### src/rtl/tdm_demux18.sv
// Receive side of the 8:1 TDM serial link: rebuilds 8 parallel channels from the
// slot-scanned bit stream, aligned by a start-of-frame marker with HUNT/LOCK sync tracking.
module tdm_demux18 #(
  parameter int unsigned SYNC_MISS_MAX = 2
) (
  input  logic       clk,
  input  logic       rst,
  input  logic       din,
  input  logic       din_valid,
  input  logic       sof,
  output logic       o0,
  output logic       o1,
  output logic       o2,
  output logic       o3,
  output logic       o4,
  output logic       o5,
  output logic       o6,
  output logic       o7,
  output logic       frame_valid,
  output logic       locked,
  output logic       sync_err,
  output logic [2:0] slot
);

  localparam int unsigned SLOT_W = 3;
  localparam int unsigned MISS_W = 3;
  localparam int unsigned NCH    = 8;

  typedef enum logic [0:0] {
    HUNT = 1'b0,
    LOCK = 1'b1
  } state_e;

  state_e              state_q, state_d;
  logic [SLOT_W-1:0]   slot_q, slot_d;
  logic [MISS_W-1:0]   miss_q, miss_d;
  logic [MISS_W-1:0]   miss_inc;
  logic                miss_limit;
  logic [NCH-1:0]      shadow_q, shadow_d;
  logic [NCH-1:0]      out_q, out_d;
  logic                fv_q, fv_d;
  logic                err_q, err_d;
  logic                locked_q, locked_d;

  assign miss_inc   = MISS_W'(miss_q + MISS_W'(1));
  assign miss_limit = (miss_inc == MISS_W'(SYNC_MISS_MAX));

  // State and datapath registers
  always_ff @(posedge clk) begin
    if (rst) begin
      state_q  <= HUNT;
      slot_q   <= '0;
      miss_q   <= '0;
      shadow_q <= '0;
      out_q    <= '0;
      fv_q     <= 1'b0;
      err_q    <= 1'b0;
      locked_q <= 1'b0;
    end else begin
      state_q  <= state_d;
      slot_q   <= slot_d;
      miss_q   <= miss_d;
      shadow_q <= shadow_d;
      out_q    <= out_d;
      fv_q     <= fv_d;
      err_q    <= err_d;
      locked_q <= locked_d;
    end
  end

  // Sync state transitions
  always_comb begin
    state_d = state_q;
    if (din_valid) begin
      case (state_q)
        HUNT:    if (sof) state_d = LOCK;
        LOCK:    if ((slot_q == '0) && !sof && miss_limit) state_d = HUNT;
        default: state_d = HUNT;
      endcase
    end
  end

  // Slot capture, frame completion and pulse generation
  always_comb begin
    slot_d   = slot_q;
    miss_d   = miss_q;
    shadow_d = shadow_q;
    out_d    = out_q;
    fv_d     = 1'b0;
    err_d    = 1'b0;
    locked_d = (state_d == LOCK);
    if (din_valid) begin
      case (state_q)
        HUNT: begin
          if (sof) begin
            shadow_d[0] = din;
            slot_d      = SLOT_W'(1);
            miss_d      = '0;
          end
        end
        LOCK: begin
          if (slot_q != '0) begin
            if (sof) begin
              // Early marker: restart the frame on this beat
              err_d       = 1'b1;
              shadow_d[0] = din;
              slot_d      = SLOT_W'(1);
              miss_d      = '0;
            end else begin
              shadow_d[slot_q] = din;
              slot_d           = SLOT_W'(slot_q + SLOT_W'(1));
              if (slot_q == SLOT_W'(NCH - 1)) begin
                out_d = {din, shadow_q[NCH-2:0]};
                fv_d  = 1'b1;
              end
            end
          end else if (sof) begin
            shadow_d[0] = din;
            slot_d      = SLOT_W'(1);
            miss_d      = '0;
          end else begin
            // Missing marker: flywheel until the miss budget is spent
            err_d = 1'b1;
            if (miss_limit) begin
              slot_d = '0;
              miss_d = '0;
            end else begin
              shadow_d[0] = din;
              slot_d      = SLOT_W'(1);
              miss_d      = miss_inc;
            end
          end
        end
        default: begin
          slot_d = '0;
          miss_d = '0;
        end
      endcase
    end
  end

  assign {o7, o6, o5, o4, o3, o2, o1, o0} = out_q;
  assign frame_valid = fv_q;
  assign sync_err    = err_q;
  assign locked      = locked_q;
  assign slot        = slot_q;

endmodule

### config.mk
export PLATFORM = sky130hd
export DESIGN_NAME = tdm_demux18
export DESIGN_NICKNAME = d
export VERILOG_FILES = /design/src/rtl/tdm_demux18.sv
export SDC_FILE = /design/constraint.sdc
export NUM_CORES = 1
export LEC_CHECK = 0
export CAP_MARGIN = 20
export CORE_MARGIN = 5
export CORE_UTILIZATION = 51
export DETAILED_ROUTE_END_ITERATION = 7
export PLACE_DENSITY_LB_ADDON = 0.2
export SYNTH_ARGS = -nofsm -noshare
export SYNTH_HDL_FRONTEND = slang
export SYNTH_SLANG_ARGS = --single-unit
### constraint.sdc
create_clock -name clk -period 2 [get_ports clk]
set_input_delay 0.4 -clock clk [delete_from_list [all_inputs] [get_ports clk]]
set_output_delay 0.4 -clock clk [all_outputs]
set_load 0.03 [all_outputs]
; ---- Word level (Yosys, flattened, before mapping)
; Cells that the tools add are included.
[word_totals]
register_bits = 25
mem_bits_rw = 0
romBits = 0
word_cells = 58
mem_count = 0
latchBits = 0
output_inout_bits = 14
[classes]
n_reduce_logical = 12
addsub = 2
n_shift = 0
n_div = 0
n_mux = 26
n_eq_ne = 4
n_lt_le_gt_ge = 2
n_mul = 0
bitwise = 4
[op_table]
columns = operator, count
row1 = $mux W3, 7
row2 = $mux W1, 13
row3 = $pmux W3 S2, 2
row4 = $bwmux W8, 1
row5 = $add A3 B1 Y3 const B, 2
row6 = $reduce_and A5 Y1, 1
row7 = $reduce_or A5 Y1, 1
row8 = $lt A3 B4 Y1 const B, 1
row9 = $ne A4 B3 Y1 const B, 1
row10 = $not A1 Y1, 4
row11 = $pmux W1 S2, 2
row12 = $reduce_and A4 Y1, 1
row13 = $demux W1 S3, 1
row14 = $eq A3 B2 Y1 const B, 1
row15 = $eq A3 B3 Y1 const B, 1
row16 = $ge A3 B1 Y1 const B, 1
row17 = $logic_and A1 B1 Y1, 3
row18 = $logic_not A3 Y1, 1
row19 = $reduce_and A3 Y1, 1
row20 = $reduce_bool A3 Y1, 1
row21 = $reduce_or A3 Y1, 1
row22 = $ne A2 B2 Y1 const B, 1
row23 = $reduce_and A2 Y1, 1
row24 = $logic_not A1 Y1, 1

; ---- Depth between registers and ports, before layout
[depth]
word_depth = 8
ltp_mapped = 9
mapped_depth_nobuf = 8

; ---- Least setup slack after synthesis
; No wires, ideal clock.
[synth_path]
kind = register to register
from = reg slot_q[1] (netlist: slot[1])
to = reg out_q[0]
required_time_ns = 1.883
slack_ns = 0.054
setup_ns = 0.117
stages_incl_launch_ff = 9
arrival_time_ns = 1.829
path_cell_list = dfxtp_1 > inv_1 > ha_1 > nor2b_2 > buf_6 > nor4b_4 > buf_6 > mux2i_1 > nor2_1
[synth_between]
elab_chain_cells = 2
word_cells_on_any_way = 3
classes_between = eq/ne: 1 / reduce/logical: 2
[synth_rtl]
columns = element, line_no
row1 = "start, declared", 35  ; logic [SLOT_W-1:0] slot_q, slot_d;
row2 = "start signal, assigned", 61  ; slot_q <= slot_d;
row3 = $eq A3 B3 Y1 / $reduce_bool A3 Y1 (equally long branches), "112, 102"
row4 = $reduce_and A5 Y1 (no line) *, -
row5 = "end signal, assigned", 64  ; out_q <= out_d;
row6 = "end, declared", 40  ; logic [NCH-1:0] out_q, out_d;
; Mark *: on every way between the ends. The rest lies on a longest branch, timed or not.
; A chain may end at the register's enable or synchronous reset.

; ---- Final worst setup path
[layout_path]
from = reg slot_q[0] (netlist: slot[0])
to = reg shadow_q[0]
[layout_between]
elab_chain_cells = 8
word_cells_on_any_way = 12
classes_between = order compare: 2 / eq/ne: 1 / mux: 6 / reduce/logical: 3
[layout_rtl]
columns = element, line_no
row1 = $lt A3 B4 Y1 (implied by the code) / $ge A3 B1 Y1 (equally long branches), 110  ; shadow_d[slot_q] = din;
row2 = $logic_and A1 B1 Y1 (implied by the code), 110
row3 = $mux W1 (implied by the code), 110
row4 = $demux W1 S3, 110
row5 = $bwmux W8, 110
row6 = $mux W1, 103  ; if (sof) begin
row7 = $mux W1, 102  ; if (slot_q != '0) begin
row8 = $pmux W1 S2, 93  ; case (state_q)
row9 = "end signal, assigned", 63  ; shadow_q <= shadow_d;
row10 = "end, declared", 39  ; logic [NCH-1:0] shadow_q, shadow_d;
; Parallel ways exist; a longest one is shown, timed or not.

==> results.cfg <==
[routing]
vias_per_cell = 5.49
num_vias = 916
drt_pass1_iterations = 4
ant_nets = 0
drc_errors = 0
drtIter0Drc = 24
routed_wl_um = 2310
wl_per_cell_um = 13.8

[clock_tree]
post-cts-setup-buffers = 0
insertion_delay_ns = 0.31
cts_made_buffers = 3
clk_pin_slew_ns = 0.13
tritoncts = done
clockBufferDepth = 2
cts-root-buf = clkbuf_4
htree_levels = 1
cts_sinks = 24

[final_layout]
fillers = 193
syn2layout_area_growth_pct = 25.6
finalInstanceArea_um2 = 1430
fin_nets = 152
drive_above_1_share_pct = 13.7
diodes = 0

[pwr]
pwr-share-seq_pct = 53.1
leakagePower_nw = 0.543
ir_worst_vdd_mv = 0.687
p_comb_share_pct = 9.5
p_int_mw = 0.723
power_switching_share_pct = 21.6
switching_power_mw = 0.199
cellPowerDensity_nw_per_um2 = 646
p_clk_share_pct = 37.4

[synth]
syn_nets = 126
synth_seq_cells = 24
synthArstFlopShare_pct = 0
synth_edf_count = 0
synth_area_um2 = 1140
syn_avg_cell_area_um2 = 9.98
yosys_warnings = 0
ys.flop_type = dfxtp_1
ys_seq_area_share_pct = 42.2
synth_cell_types = 38
syn_inst = 114

[floorplan]
start_util_pct = 52.4
ios = 19
die_h_um = 57.2
row_count = 17
coreArea_um2 = 2170
die_w_um = 57.2
dieArea_um2 = 3270

[sta]
hold_slack_ns = 0.483
fin_crit_ns = 1.91
fin_crit_sh_pct = 95.5
maxSlewHeadroom_pct = 70.5
max_freq_ghz = 0.524
hold_violations = 0
finClkSkew_ns = 0.00750
worst_pin_slew_ns = 0.438
rsz0062_at_grt = no
setup-violations-final = 0
setup_tns_ns = 0
drv_slew = 0

[worst_hold_path]
hold_path.class = reg2reg
min-delay-start = shadow_q[5]$_SDFFE_PP0P_

[critical_path]
crit_type = reg2reg
slowest_delay_ns = 0.38
cp_max_fo = 8
worstPathRequired_ns = 2.21
worstSetupStartpointType = flop
worstPathArrival_ns = 2.12
cp_cell_sequence = inv_1 > ha_1 > nor2b_2 > inv_2 > ha_1 > a31oi_1 > a21oi_1 > a31o_1
end_kind = flop
r2r_start = slot[0]$_SDFFE_PP0P_
startpoint = slot[0]$_SDFFE_PP0P_
worst_path_max_delay_cell = nor2b_2
cp_common_cell = ha_1

[grt]
grtUsageTotal_pct = 14.5
first_global_vias = 874
antenna_found_initial = 0
grt_max_degree = 15
grt_remaining_overflow = 0
grt_first_pass_wirelength_um = 3800

[placement]
portBuffers = 18
dp_hpwl_um = 1720
gp_congestion = 0.893
dpl_cell_area_um2 = 1380

[outcome]
status = finished, final reports clean

[flow_run]
cap_violations = 0
## worst paths after layout
kind / to / depth (start not counted) / slack, ns
worst max-delay path: shadow_q[0]$_SDFFE_PP0P_ / 8 / 0.09
worst min-delay path: shadow_q[5]$_SDFFE_PP0P_ / 2 / 0.48
worst max register to register: shadow_q[0]$_SDFFE_PP0P_ / 8 / 0.09
worst min register to register: shadow_q[5]$_SDFFE_PP0P_ / 2 / 0.48
## final cells by class
| type | count | area, µm² | share of cell area, % |
|---|---|---|---|
| timing repair buffer | 27 | 249 | 17.4 |
| inverter | 5 | 18.8 | 1.31 |
| multi-input combinational | 79 | 593 | 41.5 |
| sequential | 24 | 480 | 33.6 |
| clock buffer | 3 | 22.5 | 1.58 |
| clock inverter | 1 | 30.0 | 2.10 |
| tap | 28 | 35.0 | 2.45 |
## layout by cell type, fill, tap and decap left out, drive strengths merged, types with 2 or more instances in the layout
cell type and instances:
nand4 2, a21oi 4, ha 7, dfxtp 24, o21ai 4, nor3 2, nor2b 3, clkbuf 3
mux2i 11, a22oi 2, nand3b 2, buf 9, nor4 2, nor2 14, inv 5, nand3 4
nor4b 2, nand2b 4, clkdlybuf4s50 16, xor2 2
## synthesized netlist by cell type, types with 2 or more instances
cell type,instances,area share (%)
dfxtp_1,24,42
nor2_1,14,4.6
mux2i_1,11,9.7
ha_1,7,7.7
a21oi_1,4,1.8
inv_1,4,1.3
nand2b_1,4,2.2
o21ai_0,4,1.8
buf_2,3,1.3
nand3_1,3,1.3
a22oi_1,2,1.3
buf_6,2,2.0
nand3b_1,2,1.3
nand4_1,2,1.1
nor2b_1,2,1.1
nor3_1,2,0.88
nor4_1,2,1.1
xor2_1,2,1.5
## per-stage QoR
stage / power (mW) / utilization (%) / worst slack, ns / instances
6_report: 0.923 / 65.9 / 0.0907 / 167
5_1_grt: 0.961 / 65.9 / 0.0134 / 167
4_1_cts: 0.932 / 65.7 / 0.00311 / 167
3_5_place_dp: 0.587 / 63.4 / 0.0713 / 163
3_3_place_gp: 0.584 / 63.4 / 0.0804 / 163
2_1_floorplan: 0.555 / - / 0.0543 / 114
## state kept, by name (all words and copies together) (netlist names)
signal and cells:
frame_valid 1, miss_q 3, shadow_q 7, sync_err 1, locked 1, out_q 8
slot 3
## cell families (layout without fill, tap and decap cells)
family | Yosys count | count (layout) | share of synthesized area (%)
AND/OR/NAND/NOR | 40 | 40 | 22.0
adder cells (fa/ha/maj) | 7 | 7 | 7.70
XOR/XNOR | 3 | 3 | 2.31
flip-flops | 24 | 24 | 42.2
multiplexers | 11 | 11 | 9.68
AO/OA/AOI/OAI | 18 | 18 | 10.5
buffers and inverters | 11 | 36 | 5.61
## critical path, delay by kind of cell, from the launching register on
kind / cells / cell delay (ns)
adder cells (fa/ha/maj): 2 / 0.35
buffers and inverters: 2 / 0.20
flip-flops: 1 / 0.33
AO/OA/AOI/OAI: 3 / 0.56
AND/OR/NAND/NOR: 1 / 0.38
## per-layer routing
metal	vias to the layer above	track usage [%]	part of all wire, %
li1	457	-	-
met1	432	19.1	47
met2	25	23.0	48
met3	2	3.85	4.5
met4	0	4.97	0.65
met5	-	0	0
## power groups by stage
stage                     clock (mW)  sequential [mW]  combinational (mW)
after floorplan                    0            0.506              0.0493
after global placement             0            0.500              0.0845
after detailed placement           0            0.500              0.0867
after CTS                      0.354            0.490              0.0881
after global routing           0.374            0.491              0.0953
final                          0.345            0.490              0.0880
## timing repair
action | 4_1_cts | 5_1_grt
hold buffers | 0 | 0
setup endpoints to repair | 1 | 1
resized for setup | 1 | 1
gates cloned | 0 | 0
Note: power is estimated with default switching activity, not from simulation.
